==> src/rtl/lsu_pkg.sv <==
// Shared encodings for the load/store memory initiator: RV32I funct3 codes,
// dmemory access sizes, response error codes and the controller state enum.
package lsu_pkg;

  localparam logic [2:0] F3_B  = 3'b000;
  localparam logic [2:0] F3_H  = 3'b001;
  localparam logic [2:0] F3_W  = 3'b010;
  localparam logic [2:0] F3_BU = 3'b100;
  localparam logic [2:0] F3_HU = 3'b101;

  localparam logic [1:0] SIZE_BYTE = 2'd0;
  localparam logic [1:0] SIZE_HALF = 2'd1;
  localparam logic [1:0] SIZE_WORD = 2'd2;

  typedef enum logic [1:0] {
    ERR_NONE     = 2'd0,
    ERR_MISALIGN = 2'd1,
    ERR_FUNCT3   = 2'd2,
    ERR_WINDOW   = 2'd3
  } lsu_err_e;

  typedef enum logic [1:0] {
    IDLE   = 2'd0,
    ACCESS = 2'd1,
    RESP   = 2'd2
  } lsu_state_e;

  // Stores only have SB/SH/SW; loads additionally have LBU/LHU.
  function automatic logic funct3_legal(input logic is_store, input logic [2:0] f3);
    if (is_store) return (f3 <= F3_W);
    return (f3 == F3_B) || (f3 == F3_H) || (f3 == F3_W) ||
           (f3 == F3_BU) || (f3 == F3_HU);
  endfunction

  // Store data is right-justified; bytes beyond the access size go out as zero.
  function automatic logic [31:0] mask_store(input logic [31:0] d, input logic [1:0] sz);
    logic [31:0] r;
    case (sz)
      SIZE_BYTE: r = {24'd0, d[7:0]};
      SIZE_HALF: r = {16'd0, d[15:0]};
      default:   r = d;
    endcase
    return r;
  endfunction

endpackage

==> src/rtl/lsu_mem_initiator_load_extend.sv <==
// Combinational sign/zero extension of right-justified dmemory read data.
module load_extend
  import lsu_pkg::*;
(
  input  logic [31:0] raw_data_i,
  input  logic [2:0]  funct3_i,
  output logic [31:0] result_o
);

  // Select extension by load type; LW and anything else pass straight through.
  always_comb begin
    result_o = raw_data_i;
    case (funct3_i)
      F3_B:    result_o = {{24{raw_data_i[7]}}, raw_data_i[7:0]};
      F3_H:    result_o = {{16{raw_data_i[15]}}, raw_data_i[15:0]};
      F3_BU:   result_o = {24'd0, raw_data_i[7:0]};
      F3_HU:   result_o = {16'd0, raw_data_i[15:0]};
      default: result_o = raw_data_i;
    endcase
  end

endmodule

==> src/rtl/lsu_mem_initiator.sv <==
// Load/store initiator: accepts one pipeline request at a time, checks it,
// performs a single-cycle dmemory access and holds the response until taken.
//
// state  | meaning
// IDLE   | ready for a request; checks and latches it on req_valid
// ACCESS | one cycle driving dmemory with the latched request
// RESP   | response presented, held until resp_ready
module lsu_mem_initiator
  import lsu_pkg::*;
#(
  parameter logic [31:0] START_ADDR = 32'h01000000,
  parameter logic [31:0] MEM_BYTES  = 32'h00100000
) (
  input  logic        clk,
  input  logic        reset,
  input  logic        req_valid,
  output logic        req_ready,
  input  logic        req_is_store,
  input  logic [2:0]  req_funct3,
  input  logic [31:0] req_addr,
  input  logic [31:0] req_wdata,
  output logic        resp_valid,
  input  logic        resp_ready,
  output logic [31:0] resp_rdata,
  output logic [1:0]  resp_err,
  output logic [31:0] address,
  output logic        read_write,
  output logic [1:0]  access_size,
  output logic [31:0] data_in,
  input  logic [31:0] data_out
);

  lsu_state_e  state_q, state_d;
  logic [31:0] addr_q, addr_d;
  logic [31:0] wdata_q, wdata_d;
  logic [2:0]  funct3_q, funct3_d;
  logic        store_q, store_d;
  logic [31:0] resp_rdata_q, resp_rdata_d;
  lsu_err_e    resp_err_q, resp_err_d;

  logic [1:0]  req_size;
  logic        req_misaligned;
  logic        req_in_window;
  lsu_err_e    req_err;
  logic [32:0] addr_ext;
  logic [32:0] win_lo;
  logic [32:0] win_hi;
  logic [31:0] load_data;

  // The window end is formed in 33 bits so a window touching 2^32 or an
  // address near the top of the space can never wrap back into range.
  assign req_size       = req_funct3[1:0];
  assign addr_ext       = {1'b0, req_addr};
  assign win_lo         = {1'b0, START_ADDR};
  assign win_hi         = {1'b0, START_ADDR} + {1'b0, MEM_BYTES};
  assign req_in_window  = (addr_ext >= win_lo) && (addr_ext < win_hi);
  assign req_misaligned = ((req_size == SIZE_HALF) && req_addr[0]) ||
                          ((req_size == SIZE_WORD) && (req_addr[1:0] != 2'b00));

  // Error priority: funct3 first, then alignment, then window.
  always_comb begin
    req_err = ERR_NONE;
    if (!funct3_legal(req_is_store, req_funct3)) req_err = ERR_FUNCT3;
    else if (req_misaligned)                     req_err = ERR_MISALIGN;
    else if (!req_in_window)                     req_err = ERR_WINDOW;
  end

  load_extend u_load_extend (
    .raw_data_i (data_out),
    .funct3_i   (funct3_q),
    .result_o   (load_data)
  );

  // Next-state, latch and dmemory/handshake output decode.
  always_comb begin
    state_d      = state_q;
    addr_d       = addr_q;
    wdata_d      = wdata_q;
    funct3_d     = funct3_q;
    store_d      = store_q;
    resp_rdata_d = resp_rdata_q;
    resp_err_d   = resp_err_q;
    req_ready    = 1'b0;
    resp_valid   = 1'b0;
    read_write   = 1'b0;
    address      = START_ADDR;
    access_size  = SIZE_WORD;
    data_in      = 32'd0;

    case (state_q)
      IDLE: begin
        req_ready = 1'b1;
        if (req_valid) begin
          addr_d       = req_addr;
          wdata_d      = req_wdata;
          funct3_d     = req_funct3;
          store_d      = req_is_store;
          resp_rdata_d = 32'd0;
          resp_err_d   = req_err;
          state_d      = (req_err == ERR_NONE) ? ACCESS : RESP;
        end
      end
      ACCESS: begin
        address      = addr_q;
        access_size  = funct3_q[1:0];
        read_write   = store_q;
        data_in      = mask_store(wdata_q, funct3_q[1:0]);
        resp_rdata_d = store_q ? 32'd0 : load_data;
        state_d      = RESP;
      end
      RESP: begin
        resp_valid = 1'b1;
        if (resp_ready) state_d = IDLE;
      end
      default: state_d = IDLE;
    endcase

    // Reset is synchronous, but a store caught in ACCESS must not write in
    // the reset cycle itself, and an abandoned transaction shows no handshake.
    if (reset) begin
      req_ready  = 1'b0;
      resp_valid = 1'b0;
      read_write = 1'b0;
    end
  end

  // State and request/response registers.
  always_ff @(posedge clk) begin
    if (reset) begin
      state_q      <= IDLE;
      addr_q       <= 32'd0;
      wdata_q      <= 32'd0;
      funct3_q     <= 3'd0;
      store_q      <= 1'b0;
      resp_rdata_q <= 32'd0;
      resp_err_q   <= ERR_NONE;
    end else begin
      state_q      <= state_d;
      addr_q       <= addr_d;
      wdata_q      <= wdata_d;
      funct3_q     <= funct3_d;
      store_q      <= store_d;
      resp_rdata_q <= resp_rdata_d;
      resp_err_q   <= resp_err_d;
    end
  end

  assign resp_rdata = resp_rdata_q;
  assign resp_err   = resp_err_q;

endmodule

==> config.mk <==
export PLATFORM = sky130hd
export DESIGN_NAME = lsu_mem_initiator
export DESIGN_NICKNAME = d
export VERILOG_FILES = /design/src/rtl/lsu_pkg.sv /design/src/rtl/lsu_mem_initiator_load_extend.sv /design/src/rtl/lsu_mem_initiator.sv
export SDC_FILE = /design/constraint.sdc
export NUM_CORES = 1
export LEC_CHECK = 0
export ABC_AREA = 1
export CORE_MARGIN = 8
export CORE_UTILIZATION = 37
export DETAILED_ROUTE_END_ITERATION = 8
export GPL_TIMING_DRIVEN = 1
export PLACE_DENSITY = 0.86
export SKIP_LAST_GASP = 1
export SLEW_MARGIN = 20
export SYNTH_ARGS = -nofsm -noshare
export SYNTH_HDL_FRONTEND = slang
export SYNTH_SLANG_ARGS = --single-unit
==> constraint.sdc <==
create_clock -name clk -period 1.3 [get_ports clk]
set_input_delay 0.26 -clock clk [delete_from_list [all_inputs] [get_ports clk]]
set_output_delay 0.26 -clock clk [all_outputs]
set_load 0.01 [all_outputs]
# [Word-level counts from Yosys, hierarchy flattened]
# Index checks and enable logic that the tools add are counted.
[totals] ff_bits=104 inputBits=104 out_inout_bits=103 word_cells=66
[op_classes] n_lt_le_gt_ge=3 n_eq_ne=14 n_mux=24 n_reduce_logical=18
[ops] operator="$mux 32" n=4
[ops] operator="$pmux 32 s2" n=2
[ops] operator="$pmux 32 s4" n=1
[ops] operator="$ge 32x25->1 const B" n=1
[ops] operator="$lt 32x25->1 const B" n=1
[ops] operator="$mux 2" n=7
[ops] operator="$eq 3x3->1 const B" n=4
[ops] operator="$mux 1" n=9
[ops] operator="$eq 2x1->1 const B" n=3
[ops] operator="$eq 3x1->1 const B" n=2
[ops] operator="$logic_not 2->1" n=3
[ops] operator="$logic_not 3->1" n=2
[ops] operator="$pmux 2 s3" n=1
[ops] operator="$reduce_and 2->1" n=3
[ops] operator="$logic_or 1x1->1" n=5
[ops] operator="$eq 2x2->1 const B" n=2
[ops] operator="$ne 2x2->1 const B" n=2
[ops] operator="$reduce_bool 2->1" n=2
[ops] operator="$eq 3x2->1 const B" n=1
[ops] operator="$le 3x2->1 const B" n=1
[ops] operator="$logic_and 1x1->1" n=3

# [Logic depth before layout (Yosys ltp)]
[logic_depth] ltp_word=11 ltp_mapped=8 ltp_nobuf=7

# [Modules after synthesis]
# A second synthesis with hierarchy kept.
[unflattened] hier_cells=662 hier_area_um2=4649.5
[modules_own_cells] mod="lsu_mem_initiator" instances=1 cells_per_inst=592 area_per_inst_um2=4260.3
[modules_own_cells] mod="load_extend" instances=1 cells_per_inst=70 area_per_inst_um2=389.1

# [Least setup slack after synthesis]
# No wires, ideal clock.
[synth_path] kind="reg-to-output" start="register state_q[0]" end="output port address[10]" arrival_ns=1.085 required_time_ns=1.040 slack_ns=-0.045 stages_incl_launch_ff=7 cell_sequence="dfxtp_1 -> inv_2 -> nor2_4 -> inv_2 -> buf_2 -> buf_2 -> nor2_1"
[synth_between] elab_chain_cells=2
[synth_rtl] item="from (decl)" line="lsu_mem_initiator.sv:33" text="lsu_state_e state_q, state_d;"
[synth_rtl] item="from (signal assigned)" line="lsu_mem_initiator.sv:138" text="state_q <= state_d;"
[synth_rtl] item="$eq 2x1->1" line="lsu_mem_initiator.sv:90" text="case (state_q)"
[synth_rtl] item="$mux 32" line="lsu_mem_initiator.sv:90"
[synth_rtl] item="to (decl)" line="lsu_mem_initiator.sv:26" text="output logic [31:0] address,"
# Every way passes these cells.

# [Final worst setup path]
[layout_path] start="register state_q[0]" end="output port data_in[8]"
[layout_between] elab_chain_cells=2
[layout_rtl] item="$eq 2x1->1" line="lsu_mem_initiator.sv:90"
[layout_rtl] item="$mux 32" line="lsu_mem_initiator.sv:90"
[layout_rtl] item="to (decl)" line="lsu_mem_initiator.sv:29" text="output logic [31:0] data_in,"
# Every way passes these cells.

==> flow_summary.json <==
{
  "die_width_um": 125,
  "hp-class": "flop to flop",
  "clockRootBuffer": "clkbuf_16",
  "gr-total-overflow": 0,
  "synth_edf_count": 0,
  "rsz0062_at_grt": "yes",
  "synth_area_mm2": 0.00442,
  "max_cap_violations": 0,
  "cts-htree-levels": 3,
  "slew_headroom_pct": 68.7,
  "ys_top_cells_by_area": "dfxtp_1, nor2_1, a21oi_1, o21ai_0, nand2_1",
  "switching_power_mw": 2.15,
  "top_level_ports": 207,
  "antenna_found_initial": 0,
  "drt_iter0_drc": 323,
  "use_met2_pct": 32.9,
  "leakagePower_nw": 3.39,
  "firstDrtPassIters": 4,
  "ys_types": 22,
  "startpoint_type": "flop",
  "cp.required_ns": 1.04,
  "area_delta_synth_final_pct": 83.5,
  "tightest_slew_ns": 0.470,
  "yosysTopAreaCellShare_pct": 47.1,
  "grt.busiest_layer": "met2",
  "ctsHoldBuffers": 0,
  "violations": "negative setup slack",
  "port_buffers": 206,
  "dpl.hpwl_um": 10700,
  "hold_violations": 0,
  "avgSynthCellArea_um2": 7.17,
  "p_sw_share_pct": 25.8,
  "diodes": 0,
  "setup.worst_path.end_class": "output pin",
  "crit_path_max_fanout": 10,
  "whs_ns": 0.457,
  "ys_seq_elements": 104,
  "max_freq_mhz": 591,
  "avgViaCountPerCell": 4.99,
  "mostFrequentLayoutCells": "clkdlybuf4s50_1, dfxtp_1, nand2_1",
  "fin_crit_sh_pct": 130,
  "arrival_ns": 1.43,
  "grt_pass1_wl_um": 24400,
  "synthCells": 617,
  "track_usage_pct": 19.2,
  "die_h_um": 125,
  "status": "finished, violations left",
  "cts_max_path_buffers": 2,
  "skew_ns": 0.00762,
  "cts_tree": "built",
  "power.share.clock_pct": 38.4,
  "vias": 5048,
  "grt_pass1_vias": 4783,
  "p_int_mw": 6.19,
  "async_flop_share_pct": 0,
  "ir_drop_v": 0.00140,
  "final_common_cell": "clkdlybuf4s50_1",
  "p_comb_share_pct": 20.2,
  "powerDensity_mw_per_mm2": 1030,
  "cts.sinks": 104,
  "worstSetupPathType": "flop to output pin",
  "slew_violations": 0,
  "yosys.area.top_type": "dfxtp_1",
  "path_clk_slew_ns": 0.07,
  "post_drt_wl_per_cell_um": 17.3,
  "cts_made_buffers": 9,
  "grt_max_degree": 70,
  "fin_crit_ns": 1.69,
  "syn-num-nets": 721,
  "seq_power_share_pct": 41.4,
  "start_util_pct": 37.3,
  "timing.final.ws_setup_ns": -0.392,
  "die_area_mm2": 0.0157,
  "seq_area_frac_synth_pct": 47.1,
  "core_mm2": 0.0119,
  "gp_congestion": 0.762,
  "setup_violations": 164,
  "worstSkewPairLatency_ns": 0.35,
  "num-fill-cells": 954,
  "grtUsageMet3_pct": 7.65,
  "gr-usage-met1_pct": 21.3,
  "fin_nets": 963,
  "drive_gt1_share_pct": 33.2,
  "drc": 0,
  "routed_wl_um": 17500,
  "ant_nets": 0,
  "rows": 40,
  "synth_warnings": 0,
  "ys.flop_type": "dfxtp_1",
  "power.total_mw": 8.34
}
[timing repair]
action / CTS / global route
endpoints found under the setup margin: 171 / 172
gates resized for setup: 301 / 201
pin swaps: 4 / 47
gates cloned: 5 / 14
setup buffers: 4 / 6
[per-stage QoR]
step                worst slack [ns]  util, %  std cells  area [um2]  TNS, ns
floorplan                     0.0103        -        617        4480        0
global placement              -0.500     58.4        969        6920   -43.23
detailed placement            -0.591     58.4        969        6920   -44.99
CTS                           -0.414     61.4        994        7280   -33.61
global route                  -0.478     68.5       1011        8120   -42.47
finish                        -0.392     68.5       1011        8120   -30.16
[sequential cells by signal, summed over array words and instances, names as in the netlist]
register	cells
addr_q	32
resp_rdata	32
wdata_q	32
funct3_q	3
resp_err	2
state_q	2
store_q	1
[cell families (layout without fill, tap and decap cells)]
family,count (synthesis),count (layout),share of synthesized area (%)
AOI/OAI and AO/OA,174,174,20.6
buffers and inverters,106,351,10.9
DFF,104,104,47.1
and+or+nand+nor,233,235,21.5
[worst paths after layout]
kind                               from                          to  slack (ns)  depth (start not counted)
min          resp_rdata[0]$_SDFFE_PP0P_  resp_rdata[0]$_SDFFE_PP0P_        0.46                          2
max reg2reg     state_q[1]$_SDFFE_PP0P_     wdata_q[0]$_SDFFE_PP0P_       -0.20                          9
min reg2reg  resp_rdata[0]$_SDFFE_PP0P_  resp_rdata[0]$_SDFFE_PP0P_        0.46                          2
max             state_q[0]$_SDFFE_PP0P_                  data_in[8]       -0.39                          6
[synthesized netlist by cell type (2+ instances only)]
cell type  number
buf_2          12
o21ai_0        79
nand3_4         2
nand3_1         2
dfxtp_1       104
inv_2           6
a21oi_1        79
clkbuf_1       20
nor2_1        121
o211ai_1       16
buf_6           8
nor3_1          3
nor2_4          2
clkbuf_2        3
nand2_1        98
nand2_2         2
inv_1          55
[layout make-up]
cell class              instances  area (um2)  share of cell area (%)
clock buffers                  10         239                    2.94
clock inverters                 6         115                    1.42
inverters                      62         249                    3.07
multi-input cells             409        2430                    29.9
flip-flops and latches        104        2090                    25.7
well taps                     147         184                    2.27
repair buffers                273        2810                    34.7
[power by group through the flow]
stage	Combinational (mW)	Clock (mW)	Sequential (mW)
floorplan	0.521	0	3.49
global placement	1.07	0	3.50
detailed placement	1.09	0	3.51
CTS	1.21	3.25	3.44
global route	1.80	3.36	3.47
finish	1.68	3.20	3.46
[critical path, cell delays in order, from the launching register on]
cell and delay, ns:
dfxtp_2 0.33, inv_2 0.05, nor2_4 0.12, buf_6 0.16, nand2_1 0.06, nor2_1 0.08
dlygate4sd2_1 0.28
[per-layer routing]
layer	vias up	share of wire [%]
met5	-	0
met2	189	50
met3	19	7.5
met4	0	1.4
met1	2380	41
li1	2460	-
No activity file was read; power rests on OpenSTA's default activity.
